--- src/rtl/uart_frame_pkg.sv ---
// rtl/uart_frame_pkg.sv - state encoding, error codes and checksum helper for uart_frame_assembler
package uart_frame_pkg;

  localparam int MAX_FRAME_BYTES = 16;
  localparam int MAX_FRAME_W     = 8 * MAX_FRAME_BYTES;

  typedef enum logic [1:0] {
    ST_IDLE    = 2'd0,
    ST_COLLECT = 2'd1,
    ST_RESYNC  = 2'd2,
    ST_CHECK   = 2'd3
  } state_t;

  localparam logic [1:0] ERR_NONE     = 2'd0;
  localparam logic [1:0] ERR_PARITY   = 2'd1;
  localparam logic [1:0] ERR_TIMEOUT  = 2'd2;
  localparam logic [1:0] ERR_CHECKSUM = 2'd3;

  // XOR of the lowest 'count' bytes of a zero-extended frame
  function automatic logic [7:0] xor_bytes(input logic [MAX_FRAME_W-1:0] data, input int count);
    logic [7:0] acc;
    acc = '0;
    for (int i = 0; i < MAX_FRAME_BYTES; i++) begin
      if (i < count) acc = acc ^ data[8*i +: 8];
    end
    return acc;
  endfunction

endpackage

--- src/rtl/uart_frame_assembler_gap_timer.sv ---
// rtl/uart_frame_assembler_gap_timer.sv - saturating inter-byte gap timer (module frame_gap_timer)
module frame_gap_timer #(
  parameter int TIMEOUT_CYCLES = 48000
) (
  input  logic clk,
  input  logic reset,
  input  logic clear,
  input  logic enable,
  output logic expired
);

  localparam int CNT_W = $clog2(TIMEOUT_CYCLES + 1);
  localparam logic [CNT_W-1:0] LIMIT      = CNT_W'(TIMEOUT_CYCLES);
  localparam logic [CNT_W-1:0] FINAL_STEP = CNT_W'(TIMEOUT_CYCLES - 1);

  logic [CNT_W-1:0] count;

  always_ff @(posedge clk or posedge reset) begin
    if (reset) begin
      count <= '0;
    end else if (!enable || clear) begin
      count <= '0;
    end else if (count != LIMIT) begin
      count <= count + CNT_W'(1);
    end
  end

  // High during the silent cycle whose edge brings the count to TIMEOUT_CYCLES
  assign expired = enable && (count >= FINAL_STEP);

endmodule

--- src/rtl/uart_frame_assembler.sv ---
// rtl/uart_frame_assembler.sv - assembles FRAME_BYTES uart_rx bytes into one held frame word
// Optional trailing XOR checksum byte: define UART_FRAME_CHECKSUM_EN
module uart_frame_assembler
  import uart_frame_pkg::*;
#(
  parameter int                         FRAME_BYTES    = 2,
  parameter int                         TIMEOUT_CYCLES = 48000,
  parameter logic [8*FRAME_BYTES-1:0]   RESET_VALUE    = '0
) (
  input  logic                       clk,
  input  logic                       reset,
  input  logic                       rx_done,
  input  logic [7:0]                 rx_data,
  input  logic                       parity_error,
  output logic [8*FRAME_BYTES-1:0]   frame_data,
  output logic                       frame_valid,
  output logic                       frame_error,
  output logic [1:0]                 err_code,
  output logic                       busy
);

  localparam int FRAME_W = 8 * FRAME_BYTES;
  localparam int IDX_W   = $clog2(FRAME_BYTES + 1);
  localparam logic [IDX_W-1:0] LAST_IDX = IDX_W'(FRAME_BYTES - 1);

  state_t               state;
  logic [IDX_W-1:0]     idx;
  logic [FRAME_W-1:0]   shadow;
  logic [FRAME_W-1:0]   shadow_ins;
  logic                 expired;

  frame_gap_timer #(
    .TIMEOUT_CYCLES (TIMEOUT_CYCLES)
  ) u_gap_timer (
    .clk     (clk),
    .reset   (reset),
    .clear   (rx_done),
    .enable  (state != ST_IDLE),
    .expired (expired)
  );

  // Shadow with the incoming byte placed at the current index, first byte in the top bits
  always_comb begin
    shadow_ins = shadow;
    for (int i = 0; i < FRAME_BYTES; i++) begin
      if (idx == IDX_W'(i)) shadow_ins[8*(FRAME_BYTES-1-i) +: 8] = rx_data;
    end
  end

`ifdef UART_FRAME_CHECKSUM_EN
  localparam logic [IDX_W-1:0] CHK_IDX = IDX_W'(FRAME_BYTES);

  logic [7:0]             chk_byte;
  logic [MAX_FRAME_W-1:0] shadow_wide;
  logic                   chk_ok;

  assign shadow_wide = MAX_FRAME_W'(shadow);
  assign chk_ok      = (xor_bytes(shadow_wide, FRAME_BYTES) == chk_byte);
`endif

  assign busy = (state != ST_IDLE);

  always_ff @(posedge clk or posedge reset) begin
    if (reset) begin
      state       <= ST_IDLE;
      idx         <= '0;
      shadow      <= '0;
      frame_data  <= RESET_VALUE;
      frame_valid <= 1'b0;
      frame_error <= 1'b0;
      err_code    <= ERR_NONE;
`ifdef UART_FRAME_CHECKSUM_EN
      chk_byte    <= '0;
`endif
    end else begin
      frame_valid <= 1'b0;
      frame_error <= 1'b0;
      case (state)
        ST_IDLE, ST_COLLECT: begin
          if (rx_done && parity_error) begin
            frame_error <= 1'b1;
            err_code    <= ERR_PARITY;
            shadow      <= '0;
            idx         <= '0;
            state       <= ST_RESYNC;
          end else if (rx_done) begin
`ifdef UART_FRAME_CHECKSUM_EN
            if (idx == CHK_IDX) begin
              chk_byte <= rx_data;
              state    <= ST_CHECK;
            end else begin
              shadow <= shadow_ins;
              idx    <= idx + IDX_W'(1);
              state  <= ST_COLLECT;
            end
`else
            if (idx == LAST_IDX) begin
              frame_data  <= shadow_ins;
              frame_valid <= 1'b1;
              err_code    <= ERR_NONE;
              shadow      <= '0;
              idx         <= '0;
              state       <= ST_IDLE;
            end else begin
              shadow <= shadow_ins;
              idx    <= idx + IDX_W'(1);
              state  <= ST_COLLECT;
            end
`endif
          end else if (expired) begin
            // Only reachable in COLLECT: the timer is held clear while idle
            frame_error <= 1'b1;
            err_code    <= ERR_TIMEOUT;
            shadow      <= '0;
            idx         <= '0;
            state       <= ST_IDLE;
          end
        end
        ST_RESYNC: begin
          if (!rx_done && expired) state <= ST_IDLE;
        end
`ifdef UART_FRAME_CHECKSUM_EN
        ST_CHECK: begin
          if (chk_ok) begin
            frame_data  <= shadow;
            frame_valid <= 1'b1;
            err_code    <= ERR_NONE;
          end else begin
            frame_error <= 1'b1;
            err_code    <= ERR_CHECKSUM;
          end
          shadow <= '0;
          idx    <= '0;
          state  <= ST_IDLE;
        end
`endif
        default: state <= ST_IDLE;
      endcase
    end
  end

endmodule

--- config.mk ---
export PLATFORM = sky130hd
export DESIGN_NAME = uart_frame_assembler
export DESIGN_NICKNAME = d
export VERILOG_FILES = /design/src/rtl/uart_frame_pkg.sv /design/src/rtl/uart_frame_assembler_gap_timer.sv /design/src/rtl/uart_frame_assembler.sv
export SDC_FILE = /design/constraint.sdc
export NUM_CORES = 1
export LEC_CHECK = 0
export BUFFER_PORTS_ARGS = -buffer_cell sky130_fd_sc_hd__buf_4
export CORE_UTILIZATION = 50
export CTS_CLUSTER_DIAMETER = 80
export DETAILED_ROUTE_END_ITERATION = 8
export GPL_ROUTABILITY_DRIVEN = 0
export PLACE_DENSITY = 0.71
export SLEW_MARGIN = 30
export SYNTH_ARGS = -nofsm -noshare
export SYNTH_HDL_FRONTEND = slang
export SYNTH_SLANG_ARGS = --single-unit
--- constraint.sdc ---
create_clock -name clk -period 2.06 [get_ports clk]
set_clock_uncertainty 0.2 [all_clocks]
set_input_delay 0.618 -clock clk [delete_from_list [all_inputs] [get_ports clk]]
set_output_delay 0.618 -clock clk [all_outputs]
set_load 0.05 [all_outputs]
# Word-level counts from Yosys, hierarchy flattened
# Cells that the tools add are included.
# W data, S select, Z words.
[classes]
addsub = 2
order_cmp = 1
eq_ne = 7
n_mux = 29
bitwise = 1
reduce_logical = 16
[op_table]
columns = ["cell", "n"]
rows = [
  ["$mux W16", 6],
  ["$mux W2", 11],
  ["$add A16 B1 Y16 const B", 1],
  ["$ge A16 B16 Y1 const B", 1],
  ["$mux W8", 2],
  ["$ne A16 B16 Y1 const B", 1],
  ["$mux W1", 9],
  ["$eq A2 B1 Y1 const B", 2],
  ["$logic_not A2 Y1", 2],
  ["$ne A4 B4 Y1 const B", 1],
  ["$pmux W2 S2", 1],
  ["$reduce_and A2 Y1", 2],
  ["$reduce_and A4 Y1", 1],
  ["$reduce_bool A2 Y1", 2],
  ["$logic_and A1 B1 Y1", 3],
  ["$ne A3 B1 Y1 const B", 1],
  ["$reduce_and A3 Y1", 1],
  ["$reduce_bool A3 Y1", 1],
  ["$add A2 B1 Y2 const B", 1],
  ["$eq A2 B2 Y1 const B", 1],
  ["$logic_not A1 Y1", 2],
  ["$ne A2 B2 Y1 const B", 1],
  ["$reduce_or A2 Y1", 1],
  ["$logic_or A1 B1 Y1", 1],
  ["$not A1 Y1", 1],
]
[totals]
register_bits = 56
input_bits = 12
output_inout_bits = 21
elab_cells = 64

# Logic depth before layout (Yosys ltp)
[depth]
ltp_word = 6
depth_mapped = 7
depth_no_buf = 7

# Hierarchy
# Synthesis repeated with hierarchy kept, for this count alone.
[hier_totals]
cells_unflattened = 184
hier_area_um2 = 2175.8
[modules_own_cells]
columns = ["mod", "n_inst", "cells_each", "area_per_inst_um2", "seq_area_each_um2"]
rows = [
  ["uart_frame_assembler", 1, 86, 1288.7, 800.8],
  ["frame_gap_timer", 1, 98, 887.1, 400.4],
]

# Least setup slack after synthesis
# OpenSTA, ideal clock, no wires.
[synth_path]
path_kind = "input -> register"
startpoint = "in parity_error"
endpoint = "reg frame_data[4]"
setup_time_ns = 0.125
arrival_time_ns = 1.791
required_ns = 1.735
slack_ns = -0.056
path_stages = 4
path_buffers = 1
path_cell_list = "and2b_2 > nor3b_2 > buf_4 > mux2_2"
[synth_between]
elab_chain_len = 3
[synth_lines]
columns = ["item", "line_no", "text"]
rows = [
  ["start, declared", "uart_frame_assembler.sv:14", "input logic parity_error,"],
  ["$logic_and A1 B1 Y1", "uart_frame_assembler.sv:80", "if (rx_done && parity_error) begin"],
  ["$not A1 Y1 (no source line)", "-", ""],
  ["$reduce_and A4 Y1 (no source line)", "-", ""],
  ["end signal, assigned", "uart_frame_assembler.sv:98", "frame_data <= shadow_ins;"],
  ["end, declared", "uart_frame_assembler.sv:15", "output logic [8*FRAME_BYTES-1:0] frame_data,"],
]
# No other way between the ends.
# A chain may end at the register's enable or synchronous reset.

# Worst setup path in the final report
[layout_path]
startpoint = "reg state[1]"
endpoint = "out busy"
[layout_between]
elab_chain_len = 1
[layout_lines]
columns = ["item", "line_no", "text"]
rows = [
  ["start, declared", "uart_frame_assembler.sv:26", "state_t state;"],
  ["start signal, assigned", "uart_frame_assembler.sv:65", "state <= ST_IDLE;"],
  ["start signal, assigned", "uart_frame_assembler.sv:85", "state <= ST_RESYNC;"],
  ["start signal, assigned", "uart_frame_assembler.sv:103", "state <= ST_IDLE;"],
  ["$reduce_bool A2 Y1", "uart_frame_assembler.sv:61", "assign busy = (state != ST_IDLE);"],
  ["end, declared", "uart_frame_assembler.sv:19", "output logic busy"],
]
# No other way between the ends.

==> results.toml <==
[run_status]
status = "finished, final reports clean"

[cells_and_area]
antenna_cells = 0
drive_gt1_share_pct = 31.9
fin_area_sq_um = 2670
synthToLayoutAreaGrowth_pct = 19.7
utilization_pct = 64.5
fin_nets = 252

[timing]
holdWs_ps = 158
setup_viol = 0
maxSlewHeadroom_pct = 59.2
tightestPinTransition_ps = 612
slew_violations = 0
rsz0062_at_grt = "false"
tns_ps = 0
finalHoldViolations = 0
fmax_mhz = 500
min_period_ps = 2000
final.period_utilization_pct = 97.1

[placed_design]
dp_hpwl_mm = 3.04
port_buffers = 32
dpl-instance-area_sq_um = 2580

[yosys]
synthTopCellsByArea = "dfrtp_1, nor2_1, mux2i_1, mux2_2, a22o_1"
synth_edf_count = 0
synth_fp_nets = 211
synthCells = 197
synth_seq_cells = 48
netlist.top_cell.by_area = "dfrtp_1"
synth_cell_types = 46
syn_area_sq_um = 2230
async_reset_ff_share_pct = 100
ys.flop_type = "dfrtp_1"
synth_top_area_share_pct = 53.8
yosys_warnings = 0
avgSynthCellArea_sq_um = 11.3
yosysSeqAreaShare_pct = 53.8

[worst_setup_path]
slowest_delay_ps = 420
startpoint_type = "register"
r2r-start = "u_gap_timer.count[0]$_DFFE_PP0P_"
crit_path_top_delay_cell = "dfrtp_2"
regToRegEndpoint = "u_gap_timer.count[2]$_DFFE_PP0P_"
crit_fanout = 2
crit_required_ps = 1240
worstPathCellList = "or2_2, buf_6"
worstSetupPathType = "reg -> out"
reg2reg_depth = 7
crit_path_end_kind = "primary output"
r2r_slack_ps = 180
worstPathArrival_ps = 1180

[drt]
viasPerCell = 5.46
detail-route-antenna-nets = 0
drc = 0
wirelength_mm = 4.24
dr.pass1.iters = 4
drt_iter0_drc = 61
wire_per_inst_um = 14.7
num_vias = 1573

[cts]
htreeDepth = 2
cts_tree = "done"
cts_buffers = 5
cts-root-buf = "clkbuf_8"
clock_latency_ps = 300
holdBufCountCts = 0
clock-sinks = 48
cts.path.max_buffers = 2
clk_pin_slew_ps = 80

[global_routing]
grt_pass1_wl_mm = 7.02
grt_max_degree = 49
grtUsageMet1_pct = 27.0
grtUsageMet2_pct = 33.0
grt_use_total_pct = 20.6
antenna_found_initial = 0
use_met3_pct = 4.61
grt-ovfl-total = 0
first_global_vias = 1536
top_usage_layer = "met2"

[die]
coreArea_sq_um = 4140
ios = 33
std_cell_rows = 23
start_util_pct = 53.9
die-width_um = 68.8
dieHeight_um = 68.8
die_area_sq_um = 4740

[power]
power_density_nw_per_um2 = 1340
p_sw_share_pct = 43.5
p_switching_w = 0.00156
p_leak_nw = 1.22
power.internal_w = 0.00203
pwr-share-seq_pct = 37.8
comb_power_share_pct = 47.6
pwr-share-clk_pct = 14.7
max-vdd-ir-drop_mv = 0.795

[worst_hold_path]
hold_path_class = "in -> async"

[flow_run]
maxCapViolations = 0
flip-flops by register name (all words and copies together) (netlist names):
signal / flops
frame_error: 1
err_code: 2
u_gap_timer.count: 16
frame_valid: 1
idx: 2
state: 2
shadow: 8
frame_data: 16
kinds of logic after synthesis:
kind of cell / after synthesis / synth area share, %
flip-flops: 48 / 53.8
AND/OR/NAND/NOR: 72 / 18.0
adder cells (fa/ha/maj): 2 / 1.12
AO/OA/AOI/OAI: 31 / 10.6
XOR/XNOR: 13 / 5.10
multiplexers: 17 / 8.07
buffers and inverters: 14 / 3.31
Yosys cell counts (2+ instances only):
cell type  instances
ha_1               2
o21ai_0            2
clkbuf_1           2
nand4_1            3
xnor2_1            6
mux2_2             8
nand3_1            8
a21oi_1           12
a22o_1             8
nor2_1            27
and3_2             2
and2b_2            2
nand2_1            7
a31o_2             2
mux2i_1            9
nor3_1             5
dfrtp_1           48
nand2b_1           4
inv_1              7
xor2_1             7
worst max-delay path by stage:
stage                    startpoint                         to
2_1_floorplan          parity_error  frame_data[4]$_DFFE_PP0P_
3_3_place_gp           parity_error  frame_data[3]$_DFFE_PP0P_
3_5_place_dp                rx_done      shadow[8]$_DFFE_PP0P_
4_1_cts        state[1]$_DFFE_PP0P_                       busy
5_1_grt        state[1]$_DFFE_PP0P_                       busy
6_report       state[1]$_DFFE_PP0P_                       busy
placed cells by master (no fill, tap or decap), types with 2 or more instances in the layout:
master	Yosys	routed
buf_12	0	2
a31o_2	2	2
nand2b_1	4	4
o21ai_0	2	2
mux2i_1	9	9
nand4_1	3	3
a21oi_1	12	12
dfrtp_1	48	47
inv_1	7	6
clkbuf_8	0	5
a22o_1	8	8
ha_1	2	2
and3_2	2	2
nand3_1	8	8
buf_4	1	38
nor3_1	5	5
mux2_2	8	8
xnor2_1	6	6
nor2_1	27	27
nand2_1	7	7
and2b_2	2	2
xor2_1	7	7
critical path: cells and delay by family, from the launching register on:
| kind | cells | cell delay [ps] |
|---|---|---|
| flops | 1 | 420 |
| simple gates | 1 | 310 |
| buf+inv | 1 | 160 |
power groups by stage:
| stage | combinational, W | sequential, W | clock [W] |
|---|---|---|---|
| finish | 0.00171 | 0.00136 | 0.000527 |
| global route | 0.00182 | 0.00139 | 0.000590 |
| CTS | 0.00172 | 0.00136 | 0.000551 |
| detailed placement | 0.00169 | 0.00138 | 0 |
| global placement | 0.00166 | 0.00136 | 0 |
| floorplan | 0.000598 | 0.00197 | 0 |
layout make-up:
cell class / count / area [sq um]
sequential: 48 / 1200
fill: 338 / 1470
multi-input combinational: 135 / 965
inverter: 7 / 26.3
clock inverter: 2 / 12.5
clock buffer: 5 / 68.8
timing repair buffer: 41 / 337
tap: 50 / 62.6
metrics by stage:
stage,power (W),worst slack [ps],std cells
floorplan,0.00257,14.7,197
detailed placement,0.00307,33.1,280
global route,0.00381,24.6,288
global placement,0.00303,76.8,280
CTS,0.00363,21.6,288
finish,0.00359,60.2,288
repair_timing:
item | CTS | global route
gates resized for setup | 1 | 1
setup endpoints to repair | 1 | 1
setup buffers | 1 | 0
routing by layer:
metal,vias up,routed length [um]
li1,765,-
met1,768,1980
met2,36,2060
met3,4,153
met4,0,47
met5,-,0
(Power assumes the default switching activity.)
